### src/rtl/geofence_pkg.sv
// Shared geofence datapath definitions: coordinate/derived widths and requester ids.
// Latency: n/a (declarations only).
// Backpressure: n/a.
package geofence_pkg;

  localparam int COORD_W = 10;
  localparam int DIFF_W  = COORD_W + 1;
  localparam int PROD_W  = 2 * COORD_W + 2;

  typedef enum logic [0:0] {
    REQ_SORT   = 1'b0,
    REQ_INSIDE = 1'b1
  } req_id_e;

  // Width of a requester index; never below one bit.
  function automatic int id_w(input int n);
    return (n > 1) ? $clog2(n) : 1;
  endfunction

endpackage

### src/rtl/rr_arbiter.sv
// Round-robin arbiter: one-hot grant to the lowest-index requester at or after ptr_i, wrapping.
// Latency: combinational.
// Backpressure: en_i low forces gnt_o to zero.
//
// Ports:
//   req_i     per-requester request
//   en_i      grant enable (low while the consumer stalls or reset is held)
//   ptr_i     round-robin start index
//   gnt_o     one-hot grant
//   gnt_idx_o binary index of the granted requester (0 when no grant)
module rr_arbiter #(
  parameter int NREQ = 2,
  parameter int IDW  = 1
) (
  input  logic [NREQ-1:0] req_i,
  input  logic            en_i,
  input  logic [IDW-1:0]  ptr_i,
  output logic [NREQ-1:0] gnt_o,
  output logic [IDW-1:0]  gnt_idx_o
);

  logic [NREQ-1:0] upper;
  logic [NREQ-1:0] pick;

  always_comb begin
    upper     = '0;
    pick      = '0;
    gnt_o     = '0;
    gnt_idx_o = '0;
    // Requests at or after the pointer take priority; otherwise wrap to the bottom.
    for (int i = 0; i < NREQ; i++) begin
      upper[i] = req_i[i] && (i >= int'(ptr_i));
    end
    pick = (|upper) ? upper : req_i;
    if (en_i) begin
      // Scan high to low so the lowest set bit is the last one written.
      for (int i = NREQ - 1; i >= 0; i--) begin
        if (pick[i]) begin
          gnt_o     = '0;
          gnt_o[i]  = 1'b1;
          gnt_idx_o = IDW'(i);
        end
      end
    end
  end

endmodule

### src/rtl/cross_arbiter.sv
// Shared signed cross-product engine: round-robin grants NREQ requesters, computes (A-O)x(B-O) sign flags.
// Latency: 3 cycles from grant to rsp_valid; one result per cycle.
// Backpressure: rsp_valid & ~rsp_ready stalls every stage and blocks new grants.
//
// Ports:
//   clk, reset_n        clock (rising edge), asynchronous active-low reset
//   req                 per-requester request, held until granted
//   op_ox..op_by        packed operands, requester i in slice [i*W +: W]
//   gnt                 one-hot grant; operands are sampled in the grant cycle
//   rsp_valid/rsp_ready result handshake
//   rsp_id              requester index of the result
//   rsp_gt, rsp_eq      (Ax*By) > (Bx*Ay), (Ax*By) == (Bx*Ay)
//   rsp_cross           signed P-Q, present only when CROSS_ARB_RAW_EN is defined
module cross_arbiter
  import geofence_pkg::*;
#(
  parameter int NREQ = 2,
  parameter int W    = COORD_W
) (
  input  logic                    clk,
  input  logic                    reset_n,
  input  logic [NREQ-1:0]         req,
  input  logic [NREQ*W-1:0]       op_ox,
  input  logic [NREQ*W-1:0]       op_oy,
  input  logic [NREQ*W-1:0]       op_ax,
  input  logic [NREQ*W-1:0]       op_ay,
  input  logic [NREQ*W-1:0]       op_bx,
  input  logic [NREQ*W-1:0]       op_by,
  output logic [NREQ-1:0]         gnt,
  output logic                    rsp_valid,
  input  logic                    rsp_ready,
  output logic [id_w(NREQ)-1:0]   rsp_id,
  output logic                    rsp_gt,
  output logic                    rsp_eq
`ifdef CROSS_ARB_RAW_EN
  ,
  output logic signed [2*W+2:0]   rsp_cross
`endif
);

  localparam int IDW = id_w(NREQ);
  localparam int DW  = W + 1;
  localparam int PW  = 2 * W + 2;

  logic           stall;
  logic           arb_en;
  logic [IDW-1:0] ptr_q, ptr_d;
  logic [IDW-1:0] gnt_idx;

  logic [W-1:0]   sel_ox, sel_oy, sel_ax, sel_ay, sel_bx, sel_by;

  logic signed [DW-1:0] s1_ax_d, s1_ay_d, s1_bx_d, s1_by_d;
  logic signed [DW-1:0] s1_ax_q, s1_ay_q, s1_bx_q, s1_by_q;
  logic                 s1_vld_q;
  logic [IDW-1:0]       s1_id_q;

  logic signed [PW-1:0] s2_p_d, s2_q_d;
  logic signed [PW-1:0] s2_p_q, s2_q_q;
  logic                 s2_vld_q;
  logic [IDW-1:0]       s2_id_q;

  logic                 rsp_valid_q;
  logic [IDW-1:0]       rsp_id_q;
  logic                 rsp_gt_q;
  logic                 rsp_eq_q;

  assign stall  = rsp_valid_q & ~rsp_ready;
  // Gating with reset_n keeps gnt at zero while reset is held.
  assign arb_en = ~stall & reset_n;

  rr_arbiter #(
    .NREQ(NREQ),
    .IDW (IDW)
  ) u_rr_arbiter (
    .req_i    (req),
    .en_i     (arb_en),
    .ptr_i    (ptr_q),
    .gnt_o    (gnt),
    .gnt_idx_o(gnt_idx)
  );

  // One-hot operand mux driven directly by the grant vector.
  always_comb begin
    sel_ox = '0;
    sel_oy = '0;
    sel_ax = '0;
    sel_ay = '0;
    sel_bx = '0;
    sel_by = '0;
    for (int i = 0; i < NREQ; i++) begin
      if (gnt[i]) begin
        sel_ox = op_ox[i*W +: W];
        sel_oy = op_oy[i*W +: W];
        sel_ax = op_ax[i*W +: W];
        sel_ay = op_ay[i*W +: W];
        sel_bx = op_bx[i*W +: W];
        sel_by = op_by[i*W +: W];
      end
    end
  end

  // Zero-extended unsigned operands give exact W+1-bit signed differences.
  assign s1_ax_d = $signed({1'b0, sel_ax}) - $signed({1'b0, sel_ox});
  assign s1_ay_d = $signed({1'b0, sel_ay}) - $signed({1'b0, sel_oy});
  assign s1_bx_d = $signed({1'b0, sel_bx}) - $signed({1'b0, sel_ox});
  assign s1_by_d = $signed({1'b0, sel_by}) - $signed({1'b0, sel_oy});

  // Sign-extend before multiplying so the full product width is kept.
  assign s2_p_d = PW'(s1_ax_q) * PW'(s1_by_q);
  assign s2_q_d = PW'(s1_bx_q) * PW'(s1_ay_q);

  always_comb begin
    ptr_d = ptr_q;
    if (|gnt) begin
      ptr_d = (gnt_idx == IDW'(NREQ - 1)) ? '0 : gnt_idx + 1'b1;
    end
  end

  always_ff @(posedge clk or negedge reset_n) begin
    if (!reset_n) begin
      ptr_q       <= '0;
      s1_vld_q    <= 1'b0;
      s1_id_q     <= '0;
      s1_ax_q     <= '0;
      s1_ay_q     <= '0;
      s1_bx_q     <= '0;
      s1_by_q     <= '0;
      s2_vld_q    <= 1'b0;
      s2_id_q     <= '0;
      s2_p_q      <= '0;
      s2_q_q      <= '0;
      rsp_valid_q <= 1'b0;
      rsp_id_q    <= '0;
      rsp_gt_q    <= 1'b0;
      rsp_eq_q    <= 1'b0;
    end else if (!stall) begin
      ptr_q       <= ptr_d;
      s1_vld_q    <= |gnt;
      s1_id_q     <= gnt_idx;
      s1_ax_q     <= s1_ax_d;
      s1_ay_q     <= s1_ay_d;
      s1_bx_q     <= s1_bx_d;
      s1_by_q     <= s1_by_d;
      s2_vld_q    <= s1_vld_q;
      s2_id_q     <= s1_id_q;
      s2_p_q      <= s2_p_d;
      s2_q_q      <= s2_q_d;
      rsp_valid_q <= s2_vld_q;
      rsp_id_q    <= s2_id_q;
      rsp_gt_q    <= (s2_p_q > s2_q_q);
      rsp_eq_q    <= (s2_p_q == s2_q_q);
    end
  end

`ifdef CROSS_ARB_RAW_EN
  logic signed [PW:0] rsp_cross_q;

  always_ff @(posedge clk or negedge reset_n) begin
    if (!reset_n) begin
      rsp_cross_q <= '0;
    end else if (!stall) begin
      rsp_cross_q <= (PW + 1)'(s2_p_q) - (PW + 1)'(s2_q_q);
    end
  end

  assign rsp_cross = rsp_cross_q;
`endif

  assign rsp_valid = rsp_valid_q;
  assign rsp_id    = rsp_id_q;
  assign rsp_gt    = rsp_gt_q;
  assign rsp_eq    = rsp_eq_q;

endmodule

### config.mk
export PLATFORM = sky130hd
export DESIGN_NAME = cross_arbiter
export DESIGN_NICKNAME = d
export VERILOG_FILES = /design/src/rtl/geofence_pkg.sv /design/src/rtl/rr_arbiter.sv /design/src/rtl/cross_arbiter.sv
export SDC_FILE = /design/constraint.sdc
export NUM_CORES = 1
export LEC_CHECK = 0
export ABC_AREA = 1
export CORE_MARGIN = 3
export CORE_UTILIZATION = 40
export DETAILED_ROUTE_END_ITERATION = 10
export SYNTH_ARGS = -nofsm -noshare
export SYNTH_HDL_FRONTEND = slang
export SYNTH_HIERARCHICAL = 1
export SYNTH_SLANG_ARGS = --single-unit
### constraint.sdc
create_clock -name clk -period 6.6 [get_ports clk]
set_input_delay 0.66 -clock clk [delete_from_list [all_inputs] [get_ports clk]]
set_output_delay 0.66 -clock clk [all_outputs]
set_load 0.02 [all_outputs]
==> results of run 1 <==
==> metrics by stage <==
step | utilization | area, µm² | std cells
2_1_floorplan | - | 16680 | 2221
3_3_place_gp | 0.4483 | 18390 | 2813
3_5_place_dp | 0.4483 | 18390 | 2813
4_1_cts | 0.4555 | 18680 | 2829
5_1_grt | 0.4555 | 18680 | 2829
6_report | 0.4555 | 18680 | 2829
==> worst max-delay path, cell delays in order, from the launching register on <==
cell     delay (ps)
dfrtp_1         640
nand2_1         220
fa_1            720
inv_1           150
fa_1            520
fa_1            520
inv_1            50
fa_1            510
inv_1            60
fa_1            450
ha_1            350
a21oi_1         160
o21ai_0         150
a21oi_1         200
nand2_1          70
nor2_1          100
nand2_1          60
nand3_1          60
nand2_1          50
==> routing by layer <==
| metal | wire [µm] | vias up |
|---|---|---|
| met3 | 2103 | 50 |
| met4 | 1195 | 0 |
| met1 | 21140 | 6331 |
| met5 | 0 | - |
| met2 | 19370 | 348 |
| li1 | - | 6859 |
==> flip-flops by register name (all words and copies together) (netlist names) <==
signal,cells
s2_q_q,22
rsp_valid,1
rsp_eq,1
s2_p_q,22
s1_ay_q,11
s1_by_q,11
s1_bx_q,11
s1_ax_q,11
rsp_id,1
s1_id_q,1
ptr_q,1
s1_vld_q,1
s2_vld_q,1
s2_id_q,1
rsp_gt,1
==> layout by cell type, fill, tap and decap left out, drive strengths merged <==
master	Yosys	layout
dfrtp	97	97
clkinv	2	3
a22oi	24	24
fa	238	238
and2	1	1
a21oi	72	72
inv	545	549
xor2	7	7
o21a	1	1
or2	16	16
nand2	602	602
o22ai	2	2
ha	156	156
nor2	99	99
o21bai	3	3
nand4	14	14
nand3b	12	12
xnor2	14	14
clkinvlp	0	1
o21ai	88	88
clkbuf	62	10
nor4	2	2
a31oi	20	20
nand3	84	84
buf	15	8
a22o	36	36
clkdlybuf4s50	0	129
a21o	2	2
nor3	7	7
==> synth_stat cells, drive strengths merged <==
library cell	n	area, µm²
nor3	7	35.03
nand3	84	430.4
and2	1	7.510
inv	545	2046
fa	238	4765
o22ai	2	12.51
o21ai	88	451.7
o21a	1	7.510
nor4	2	12.51
nand3b	12	90.09
a22oi	24	180.2
buf	15	82.58
ha	156	1952
clkbuf	62	242.7
xnor2	14	122.6
o21bai	3	22.52
xor2	7	61.31
a21oi	72	379.1
nand2	602	2305
or2	16	100.1
nand4	14	87.58
a22o	36	315.3
dfrtp	97	2427
nor2	99	399.1
clkinv	2	7.510
a31oi	20	125.1
a21o	2	15.01
==> logic make-up after synthesis <==
group,count (synthesis)
simple gates,837
buf+inv,624
fa+ha+maj,394
compound gates,248
flops,97
xor+xnor,21
==> final cells by class <==
class / instances / area (µm²) / area share
Clock inverter: 6 / 56.30 / 0.003014
Multi-Input combinational cell: 1500 / 11890 / 0.6364
Timing Repair Buffer: 137 / 1351 / 0.07233
Clock buffer: 10 / 239.0 / 0.01279
Inverter: 547 / 2053 / 0.1099
Tap cell: 532 / 665.6 / 0.03563
Sequential cell: 97 / 2427 / 0.1299
==> path summary, 6_finish.rpt <==
| kind | endpoint | from |
|---|---|---|
| worst max-delay path | s2_q_q[21] | s1_ay_q[5] |
| worst min-delay path | s2_p_q[14] | reset_n |
| worst max register to register | s2_q_q[21] | s1_ay_q[5] |
| worst min register to register | rsp_id | s2_id_q |
| max in group asynchronous | s1_by_q[10] | reset_n |
| min in group clk | rsp_id | s2_id_q |
==> flow_summary.yaml, run 1 <==
outcome:
  outcome: "finished, final reports clean"
placed_design:
  dp_hpwl_mm: 37.13
  gp_congestion: 0.8916
  port_buffers: 130
  pre_cts_slack_ps: 1488
grt:
  grt.busiest_layer: "met2"
  grt_pass1_wl_mm: 72.26
  grt_pass1_vias: 13820
  grt_use_met3: 0.02843
  grt_util_met2: 0.3309
  grt_use_total: 0.2046
  antenna_found_initial: 0
  use_met1: 0.2873
  grt_overflow: 0
  grt_max_degree: 77
layout:
  nets: 2811
  drive_above_1_share: 0.02917
  antenna_cells: 0
  fillers: 4144
  syn_to_final_growth_pct: 11.99
synthesis:
  yosysWarnings: 6
  yosysSeqAreaShare: 0.1455
  synth_compound_area_frac: 0.09045
  synthesis.nets: 2740
  muxShareOfSynthArea: 0
  syn-cell-area_mm2: 0.01668
  synth-simple-area-share: 0.2078
  yosys.area_share.adder: 0.4026
  yosysUniqueCellTypes: 40
  avgSynthCellArea_um2: 7.511
  syn_inst: 2221
  synth_top_family_by_area: "adder cells"
  synth_xor_area_frac: 0.01103
  synth_seq_cells: 97
route:
  dr.pass1.iters: 5
  ant_nets: 0
  wl_per_cell_um: 15.48
  routed_wl_mm: 43.80
  num_vias: 13590
  routed_via_density: 4.803
  drtIter0Drc: 728
  drc: 0
floorplanning:
  initial_core_util: 0.4067
  num_rows: 74
  die-area_mm2: 0.04419
  io-pin-count: 131
  die_x_um: 210.2
  die_height_um: 210.2
  coreArea_mm2: 0.04102
timing:
  fin_crit_sh: 0.7818
  fin_skew_ps: 20.90
  tightest_slew_ps: 933.2
  hold_ws_ps: 464.7
  tns_ps: 0
  rsz0062_at_grt: "no"
  slew_viol_final: 0
  layout_min_cycle_time_ps: 5160
  setup_viol: 0
  relSlewSlack: 0.3779
  hold_violations: 0
  fmax_ghz: 0.1938
  fin_ws_ps: 1440
critical_path:
  rr_worst_depth: 18
  cp-end-kind: "flop"
  start_kind: "flop"
  worst-setup-path-type: "flop to flop"
  r2r_slack_ps: 1440
  worstPathRequired_ps: 6870
  worst-path-max-fanout: 12
  crit_arrival_ps: 5430
clock_tree:
  clock-sinks: 97
  clockRootBuffer: "clkbuf_16"
  cts_made_buffers: 9
  postCtsHoldBufs: 0
  htreeDepth: 3
  clk_pin_slew_worst_paths_ps: 80
  insertion_delay_ps: 390
  post-cts-setup-buffers: 0
  cts_buffer_depth: 2
  cts_tree: "done"
  cts_resized: 0
run:
  drv_cap: 0
min_path:
  hold_class: "input pin to async pin"
Power of run 1 is not shown: default switching activity piles up to over one toggle a cycle in this logic, so the estimate is an artifact.
==> run 2, diff against run 1 <==
==> constraint.sdc (replaced) <==
create_clock -name clk -period 5.2 [get_ports clk]
set_input_delay 0.52 -clock clk [delete_from_list [all_inputs] [get_ports clk]]
set_output_delay 0.52 -clock clk [all_outputs]
set_load 0.02 [all_outputs]
==> run 2 against run 1 <==
Effect of this change: sequential share of layout area is essentially flat; hold slack lost 190 ps; cell area grew 0.47%; critical path depth shrank 1; via count grew 0.70%; clock skew shrank 15 ps; non-clock buffer count grew 10; clock-buffer cell count is the same; die area is the same; register-to-register slack lost 1200 ps; flip-flop and latch count is the same; critical path type unchanged.
==> flow_summary.yaml, run 2 (synthesis gave the netlist of run 1 again) <==
critical_path:
  worst-setup-path-type: "flop to flop"
  max_stage_delay_ps: 630
  cp_slowest_cell: "dfrtp_1"
  worst-path-max-fanout: 12
  cp_cell_sequence: "nand2_1 -> fa_1 -> inv_1 -> fa_1 -> fa_1 -> fa_1 -> inv_1 -> fa_1 -> inv_1 -> ha_1 -> a21oi_1 -> o21ai_1 -> a21oi_1 -> nand2_1 -> or2_0 -> nand3_1 -> nand2_1"
  start_kind: "flop"
  crit_top_cell: "fa_1"
  worstPathRequired_ps: 5470
  crit_arrival_ps: 5180
  cp-end-kind: "flop"
grt:
  antenna_found_initial: 0
  grt_pass1_wl_mm: 72.77
  grt_overflow: 0
  grt_pass1_vias: 14120
  grt_use_total: 0.2049
  grt_max_degree: 88
layout:
  reg_top3: "s2_p_q: 22 flops, s2_q_q: 22 flops"
  antenna_cells: 0
  nets: 2821
  syn_to_final_growth_pct: 12.51
  layout_commonest_cell: "nand2_1"
  fillers: 4172
  drive_above_1_share: 0.03771
  layout_common_cells: "590 x nand2_1, 541 x inv_1, 237 x fa_1"
route:
  num_vias: 13680
  routed_wl_mm: 44.36
  ant_nets: 0
  wl_per_cell_um: 15.63
  drc: 0
  dr.pass1.iters: 5
  drtIter0Drc: 779
  routed_via_density: 4.820
timing:
  fin_skew_ps: 5.973
  fin_crit_sh: 0.9445
  tns_ps: 0
  setup_viol: 0
  layout_min_cycle_time_ps: 4911
  hold_violations: 0
  slew_viol_final: 0
  fmax_ghz: 0.2036
  tightest_slew_ps: 854.9
  fin_ws_ps: 288.8
  relSlewSlack: 0.4301
floorplanning:
  num_rows: 74
  die_x_um: 210.2
  initial_core_util: 0.4067
  die_height_um: 210.2
  die-area_mm2: 0.04419
  coreArea_mm2: 0.04102
  io-pin-count: 131
clock_tree:
  cts_buffer_depth: 2
  clockRootBuffer: "clkbuf_16"
  cts_tree: "done"
  clock-sinks: 97
  cts_made_buffers: 9
  insertion_delay_ps: 370
  post-cts-setup-buffers: 0
  clk_pin_slew_worst_paths_ps: 70
  htreeDepth: 3
outcome:
  outcome: "finished, final reports clean"
run:
  drv_cap: 0
placed_design:
  gp_congestion: 0.8956
  pre_cts_slack_ps: 113.2
  port_buffers: 130
  dp_hpwl_mm: 37.64
min_path:
  hold_class: "input pin to async pin"
-- run 2: final timing paths --
check | start | slack [ps] | endpoint | cells after the start
worst max-delay path | s1_by_q[3] | 290 | s2_p_q[16] | 17
worst min-delay path | reset_n | 280 | s2_p_q[20] | 2
worst max register to register | s1_by_q[3] | 290 | s2_p_q[16] | 17
worst min register to register | s1_id_q | 480 | s2_id_q | 2
max in group asynchronous | reset_n | 3710 | s1_ay_q[5] | 3
min in group clk | s1_id_q | 480 | s2_id_q | 2
-- run 2: through the flow --
step                area [µm²]  hold WS, ps    util  cells
global placement         18470        451.8  0.4504   2823
detailed placement       18470        461.9  0.4504   2823
floorplan                16680        224.4       -   2221
CTS                      18750        296.8  0.4572   2839
finish                   18770        278.2  0.4576   2839
global route             18770        327.4  0.4576   2839
-- run 2: layer usage --
metal  share of wire  global-route usage
met1            0.47              0.2850
met2            0.44              0.3319
met3           0.053             0.03036
met4           0.030             0.06557
met5               0                   0
-- run 2: area by class of cell --
class	instances	area, µm²	area share
Clock inverter	6	51.30	0.002733
Timing Repair Buffer	147	1439	0.07666
Multi-Input combinational cell	1500	11890	0.6336
Sequential cell	97	2440	0.1300
Clock buffer	10	229.0	0.01220
Inverter	547	2053	0.1094
Tap cell	532	665.6	0.03546
-- run 2: timing repair --
item / 4_1_cts / 5_1_grt
hold buffers: 0 / 0
endpoints found under the setup margin: 0 / 10
gates resized for setup: 0 / 11
-- run 2: critical path: cells and delay by family, from the launching register on --
| family | cells | cell delay [ps] |
|---|---|---|
| compound gates | 3 | 520 |
| fa+ha+maj | 6 | 2890 |
| buf+inv | 3 | 200 |
| flops | 1 | 630 |
| simple gates | 5 | 540 |
Power of run 2 is left out for the same reason.
